$ cat config.mk
export PLATFORM = sky130hd
export DESIGN_NAME = machine_timer_flat
export DESIGN_NICKNAME = d
export VERILOG_FILES = /design/src/rtl/machine_timer_pkg.sv /design/src/rtl/machine_timer_if.sv /design/src/rtl/machine_timer_mmio_wr_mask.sv /design/src/rtl/machine_timer.sv /design/src/flat_wrapper.sv
export SDC_FILE = /design/constraint.sdc
export NUM_CORES = 1
export LEC_CHECK = 0
export CAP_MARGIN = 20
export CORE_ASPECT_RATIO = 1.2
export CORE_MARGIN = 2
export CORE_UTILIZATION = 50
export DETAILED_ROUTE_END_ITERATION = 8
export GPL_TIMING_DRIVEN = 0
export HOLD_SLACK_MARGIN = 0.08
export PLACE_DENSITY = 0.84
export RECOVER_POWER = 100
export SLEW_MARGIN = 15
export SYNTH_ARGS = -nofsm -noshare
export SYNTH_HDL_FRONTEND = slang
export SYNTH_SLANG_ARGS = --single-unit
$ cat constraint.sdc
create_clock -name i_clk -period 3.6 [get_ports i_clk]
set_clock_uncertainty 0.05 [all_clocks]
set_input_delay 0.36 -clock i_clk [delete_from_list [all_inputs] [get_ports i_clk]]
set_output_delay 0.36 -clock i_clk [all_outputs]
set_load 0.005 [all_outputs]
$ cat src/rtl/machine_timer_pkg.sv
// Shared constants for the machine timer and other MMIO peripherals on the data-memory port:
// register word indices, CTRL bit positions, access-size codes and a lane-merge helper.
package machine_timer_pkg;

  // Word index within the 32-byte window (i_addr[4:2])
  localparam logic [2:0] TMR_MTIME_LO    = 3'd0;
  localparam logic [2:0] TMR_MTIME_HI    = 3'd1;
  localparam logic [2:0] TMR_MTIMECMP_LO = 3'd2;
  localparam logic [2:0] TMR_MTIMECMP_HI = 3'd3;
  localparam logic [2:0] TMR_CTRL        = 3'd4;

  localparam int CTRL_EN = 0;

  // Access size carried in f3[1:0]; same encoding as the load/store unit
  typedef enum logic [1:0] {
    F3_BYTE = 2'b00,
    F3_HALF = 2'b01,
    F3_WORD = 2'b10,
    F3_NONE = 2'b11
  } f3_size_e;

  function automatic logic [31:0] lane_merge(input logic [31:0] old_val,
                                             input logic [31:0] new_val,
                                             input logic [3:0]  mask);
    logic [31:0] res;
    res = old_val;
    for (int l = 0; l < 4; l++) begin
      if (mask[l]) res[8*l +: 8] = new_val[8*l +: 8];
    end
    return res;
  endfunction

endpackage

$ cat src/rtl/machine_timer_if.sv
// Data-memory side bus seen by an MMIO peripheral: address/store/strobes in, read word and select out.
interface machine_timer_if #(
  parameter int XLEN = 32
);
  logic [XLEN-1:0] addr;
  logic [XLEN-1:0] wd;
  logic [2:0]      f3;
  logic            wen;
  logic            rd_en;
  logic [XLEN-1:0] rd;
  logic            sel;

  modport master (output addr, output wd, output f3, output wen, output rd_en,
                  input rd, input sel);
  modport slave  (input addr, input wd, input f3, input wen, input rd_en,
                  output rd, output sel);
endinterface

$ cat src/rtl/machine_timer_mmio_wr_mask.sv
// Store lane mask from access size and address low bits; misaligned or f3=11 stores yield no lanes.
module mmio_wr_mask
  import machine_timer_pkg::*;
(
  input  logic [2:0] f3,
  input  logic [1:0] addr_lo,
  output logic [3:0] mask
);

  // Sign-extension bit of f3 has no bearing on which lanes a store touches
  logic unused_f3_hi;
  assign unused_f3_hi = f3[2];

  always_comb begin
    mask = 4'b0000;
    case (f3_size_e'(f3[1:0]))
      F3_BYTE: mask = 4'b0001 << addr_lo;
      F3_HALF: if (!addr_lo[0]) mask = 4'b0011 << addr_lo;
      F3_WORD: if (addr_lo == 2'b00) mask = 4'b1111;
      default: mask = 4'b0000;
    endcase
  end

endmodule

$ cat src/rtl/machine_timer.sv
// RISC-V mtime/mtimecmp on the data-memory port; combinational reads, writes commit at the edge,
// registered o_tip one cycle after mtime >= mtimecmp.
module machine_timer
  import machine_timer_pkg::*;
#(
  parameter int              XLEN      = 32,
  parameter logic [XLEN-1:0] BASE_ADDR = 32'h0200_0000,
  parameter int              PRESCALE  = 1
) (
  input  logic             i_clk,
  input  logic             i_rst,
  machine_timer_if.slave   bus,
  output logic             o_tip
);

  localparam int            CW      = (PRESCALE > 1) ? $clog2(PRESCALE) : 1;
  localparam logic [CW-1:0] CNT_MAX = CW'(PRESCALE - 1);

  logic [31:0]   mtime_lo;
  logic [31:0]   mtime_hi;
  logic [31:0]   cmp_lo;
  logic [31:0]   cmp_hi;
  logic          en;
  logic [CW-1:0] cnt;
  logic [63:0]   mtime_inc;
  logic [3:0]    lane_mask;
  logic [31:0]   wd32;
  logic [2:0]    off;
  logic          sel;
  logic          wr;
  logic          tick;
  logic [31:0]   rd_word;

  mmio_wr_mask u_wr_mask (
    .f3      (bus.f3),
    .addr_lo (bus.addr[1:0]),
    .mask    (lane_mask)
  );

  assign sel       = (bus.addr[XLEN-1:5] == BASE_ADDR[XLEN-1:5]);
  assign off       = bus.addr[4:2];
  assign wd32      = bus.wd[31:0];
  // A store that enables no lane is not a write at all, so it must not suppress the tick
  assign wr        = sel && bus.wen && (lane_mask != 4'b0000);
  assign tick      = en && (cnt == CNT_MAX);
  assign mtime_inc = {mtime_hi, mtime_lo} + 64'd1;

  always_ff @(posedge i_clk) begin
    if (i_rst) begin
      mtime_lo <= '0;
      mtime_hi <= '0;
      cmp_lo   <= '1;
      cmp_hi   <= '1;
      en       <= 1'b1;
      cnt      <= '0;
      o_tip    <= 1'b0;
    end else begin
      o_tip <= ({mtime_hi, mtime_lo} >= {cmp_hi, cmp_lo});

      if (en) cnt <= (cnt == CNT_MAX) ? '0 : cnt + CW'(1);

      // Software write to either mtime half wins over the increment; the other half holds
      if (wr && off == TMR_MTIME_LO) begin
        mtime_lo <= lane_merge(mtime_lo, wd32, lane_mask);
      end else if (wr && off == TMR_MTIME_HI) begin
        mtime_hi <= lane_merge(mtime_hi, wd32, lane_mask);
      end else if (tick) begin
        {mtime_hi, mtime_lo} <= mtime_inc;
      end

      if (wr && off == TMR_MTIMECMP_LO) cmp_lo <= lane_merge(cmp_lo, wd32, lane_mask);
      if (wr && off == TMR_MTIMECMP_HI) cmp_hi <= lane_merge(cmp_hi, wd32, lane_mask);
      if (wr && off == TMR_CTRL && lane_mask[0]) en <= wd32[CTRL_EN];
    end
  end

  always_comb begin
    rd_word = '0;
    if (sel && bus.rd_en) begin
      case (off)
        TMR_MTIME_LO:    rd_word = mtime_lo;
        TMR_MTIME_HI:    rd_word = mtime_hi;
        TMR_MTIMECMP_LO: rd_word = cmp_lo;
        TMR_MTIMECMP_HI: rd_word = cmp_hi;
        TMR_CTRL:        rd_word = {31'd0, en};
        default:         rd_word = '0;
      endcase
    end
  end

  assign bus.sel = sel;
  assign bus.rd  = XLEN'(rd_word);

endmodule

$ cat src/flat_wrapper.sv
// flat-port wrapper written by rule: the top's interface ports become plain ports
module machine_timer_flat import machine_timer_pkg::*;
#(
  parameter int              XLEN      = 32,
  parameter logic [XLEN-1:0] BASE_ADDR = 32'h0200_0000,
  parameter int              PRESCALE  = 1
)
  (i_clk, i_rst, o_tip, bus_addr, bus_wd, bus_f3, bus_wen, bus_rd_en, bus_rd, bus_sel);
  machine_timer_if #(.XLEN(XLEN)) bus_i ();
  input  logic i_clk;
  input  logic i_rst;
  output logic o_tip;
  input wire logic [$bits(bus_i.addr)-1:0] bus_addr;
  input wire logic [$bits(bus_i.wd)-1:0] bus_wd;
  input wire logic [$bits(bus_i.f3)-1:0] bus_f3;
  input wire logic [$bits(bus_i.wen)-1:0] bus_wen;
  input wire logic [$bits(bus_i.rd_en)-1:0] bus_rd_en;
  output wire logic [$bits(bus_i.rd)-1:0] bus_rd;
  output wire logic [$bits(bus_i.sel)-1:0] bus_sel;
  assign bus_i.addr = bus_addr;
  assign bus_i.wd = bus_wd;
  assign bus_i.f3 = bus_f3;
  assign bus_i.wen = bus_wen;
  assign bus_i.rd_en = bus_rd_en;
  assign bus_rd = bus_i.rd;
  assign bus_sel = bus_i.sel;
  machine_timer #(.XLEN(XLEN), .BASE_ADDR(BASE_ADDR), .PRESCALE(PRESCALE)) u_core (.i_clk(i_clk), .i_rst(i_rst), .bus(bus_i), .o_tip(o_tip));
endmodule
==> flow_summary.toml <==
[yosys]
syn_area_um2 = 9570
syn_nets = 1366
synth_top_family_by_area = "compound AO/OA/AOI/OAI gates"
synth-compound-area-share = 0.285
async_flop_share = 0
synthCells = 1230
synth-edff-count = 0
synth-simple-area-share = 0.243
ys_warn_count = 0
synthMuxAreaShare = 0.0533
synth_ff_type = "dfxtp_1"
ys_seq_area_frac = 0.272
ys_ff_latch = 130
yosys.area_share.adder = 0.0850
ys_types = 79
synth_area_per_cell_um2 = 7.78
synthXorXnorAreaFrac = 0.00183

[floorplanning]
die_w_um = 130
fp.dieH_um = 156
fp.coreArea_um2 = 18800
fp-row-count = 55
ioPinCount = 105
initial_core_util = 0.509
dieArea_um2 = 20300

[setup_path]
worst_setup_path_end_kind = "flip-flop"
crit_arrival_ns = 3.87
r2r-end = "u_core.mtime_hi[24]"
setup.reg_to_reg.worst_slack_ns = 0.06
criticalPathCategory = "in -> reg"
r2r_start = "u_core.mtime_lo[0]"
r2r_cells = 7
crit_required_ns = 3.88
crit_path_start_kind = "primary input"
crit_path_max_fanout = 10

[global_route]
grt_pass1_wl_mm = 64.1
grt_pass1_vias = 10700
grt-ovfl-total = 0
groute.usage.overall = 0.427
grt_max_degree = 17
antenna_found_initial = 3

[worst_hold_path]
min_to = "u_core.en"
whs_path_depth = 4
hp-class = "in -> reg"
min_from = "bus_addr[4]"

[finish]
final_common_cell = "nand2_1"
fin_util = 0.614
stdcell_count = 1625
fin_nets = 1487
area_growth_pct = 20.5
postLayoutCellArea_um2 = 11500
drive_gt1_frac = 0.0704
nFillCells = 1713
seq_area_um2 = 2600
mostFrequentLayoutCells = "nand2_1 (132), dfxtp_1 (130), a21oi_1 (116)"
multi_input_area_um2 = 6370

[clock_network]
cts_tree = "yes"
cts.clk_slew.worst_paths_ns = 0.06
htree_num_levels = 4
cts_inserted_buffers = 17
root_buffer = "clkbuf_16"
clockBufferDepth = 2
clock-sinks = 130
clk_latency_ns = 0.44

[drt]
via_per_inst = 6.91
met2_length_mm = 18.4
postRouteAntennaNets = 0
drt_iter0_markers = 1470
routed_wl_mm = 42.8
avgRoutedWirePerCell_um = 26.3
dr_total_vias = 11200
routed.top_layer = "met4"
met3_length_mm = 4.92
dr.pass1.iters = 6
drc = 0
wl_met1_mm = 15.3

[place]
dp.cells = 1586
place_area_um2 = 10900
port_buffers = 100
hpwl_mm = 30.7
gp_congestion = 1.04

[power_and_ir_drop]
intPower_mw = 2.73
combPwrFrac = 0.080
p_switching_mw = 0.908
switching_share = 0.250
p_clk_frac = 0.522
p_seq_frac = 0.398
ir_worst_vdd_mv = 0.320
power_leakage_nw = 5.03
powerDensity_nw_per_um2 = 315

[timing]
tightest_slew_ns = 1.12
setup_violations = 0
timing.fmax_mhz = 279
finalCriticalPeriod_ns = 3.59
slew_headroom = 0.246
hold_viol = 0
post-route-period-util = 0.997
rsz0062_at_grt = "false"
whs_ns = 0.344
timing.setup.tns_ns = 0
final_max_slew_viol_count = 0

[status]
status = "finished clean"

[job]
drv_cap = 0
sequential cells by signal (all words and copies together) (netlist names):
name and cells:
u_core.mtime_lo 32, u_core.cmp_hi 32, u_core.mtime_hi 32, u_core.en 1
u_core.cmp_lo 32, u_core.o_tip 1
worst max path at each step:
| stage | start | to | slack, ns | cells after the start |
|---|---|---|---|---|
| 2_1_floorplan | u_core.mtime_lo[0] | u_core.mtime_hi[22] | 1.03 | 7 |
| 3_3_place_gp | bus_addr[2] | bus_rd[10] | -0.74 | 7 |
| 3_5_place_dp | bus_addr[2] | bus_rd[13] | -0.81 | 7 |
| 4_1_cts | bus_addr[2] | bus_rd[16] | 0.01 | 8 |
| 5_1_grt | bus_addr[2] | bus_rd[15] | 0.01 | 7 |
| 6_report | bus_addr[2] | u_core.mtime_hi[15] | 0.01 | 7 |
routing by layer:
layer,global-route usage,up-vias
li1,-,4902
met1,0.499,5199
met2,0.636,849
met3,0.133,277
met4,0.345,0
met5,0,-
stage by stage:
step / worst slack, ns / power (mW)
after detailed placement: -0.811 / 1.75
after global routing: 0.0109 / 3.70
after CTS: 0.0124 / 3.61
after global placement: -0.737 / 1.74
final: 0.00992 / 3.63
after floorplan: 1.03 / 1.58
Yosys cell counts, types with 5 or more instances:
master,instances,area (µm²)
a211o_1,11,96.3
a211oi_1,11,82.6
a21o_1,15,113
a21oi_1,116,581
a21oi_2,5,43.8
a221oi_1,5,43.8
a22oi_1,62,465
a31oi_1,16,100
a32o_1,7,70.1
and2_1,27,169
and3_1,15,93.8
and4_1,15,131
buf_2,12,60.1
clkbuf_1,55,206
dfxtp_1,130,2600
ha_1,65,813
inv_1,72,270
mux2i_1,51,510
nand2_1,132,495
nand3_1,25,125
nand3_2,7,70.1
nand3b_1,5,37.5
nand4_1,39,244
nand4b_1,5,43.8
nor2_1,47,176
nor2b_1,6,37.5
nor3_1,25,125
nor3b_1,6,45.0
nor4_1,30,188
o211ai_1,15,113
o21a_1,7,52.6
o21ai_0,81,405
o21ai_1,6,30.0
o31ai_1,17,128
or3_1,7,43.8
or4_1,7,52.6
final cells by class:
class | count | area share
plain buffers | 75 | 0.0278
multi-input cells | 953 | 0.552
well taps | 256 | 0.0278
diodes | 5 | 0.00108
repair buffers | 102 | 0.0877
clock buffers | 19 | 0.0384
clock inverters | 13 | 0.0160
flip-flops and latches | 130 | 0.226
inverters | 72 | 0.0234
timing repair:
action,CTS,global route
pin swaps,2,0
setup endpoints to repair,32,30
resized for setup,16,14
cloned,0,0
buffers inserted,2,0
hold buffers,0,0
worst max-delay path: stages:
cell and delay, ns:
clkdlybuf4s50_1 0.67, nor3b_4 0.57, nand4_1 0.22, nor3_1 0.88, clkbuf_1 0.67, o21ai_0 0.20
a32o_1 0.30
cell families (layout without fill, tap and decap cells):
family / Yosys count / in the layout
multiplexers: 51 / 51
adder cells (fa/ha/maj): 65 / 65
AO/OA/AOI/OAI: 413 / 413
other: 0 / 5
buffers and inverters: 147 / 281
XOR/XNOR: 2 / 2
flip-flops: 130 / 130
AND/OR/NAND/NOR: 422 / 422
power by group through the flow:
| stage | Sequential (mW) | Combinational, mW | Clock [mW] |
|---|---|---|---|
| after floorplan | 1.48 | 0.0994 | 0 |
| after global routing | 1.45 | 0.296 | 1.95 |
| final | 1.45 | 0.289 | 1.90 |
| after global placement | 1.48 | 0.266 | 0 |
| after detailed placement | 1.48 | 0.269 | 0 |
| after CTS | 1.45 | 0.275 | 1.88 |
Note: power is estimated with default switching activity, not from simulation.
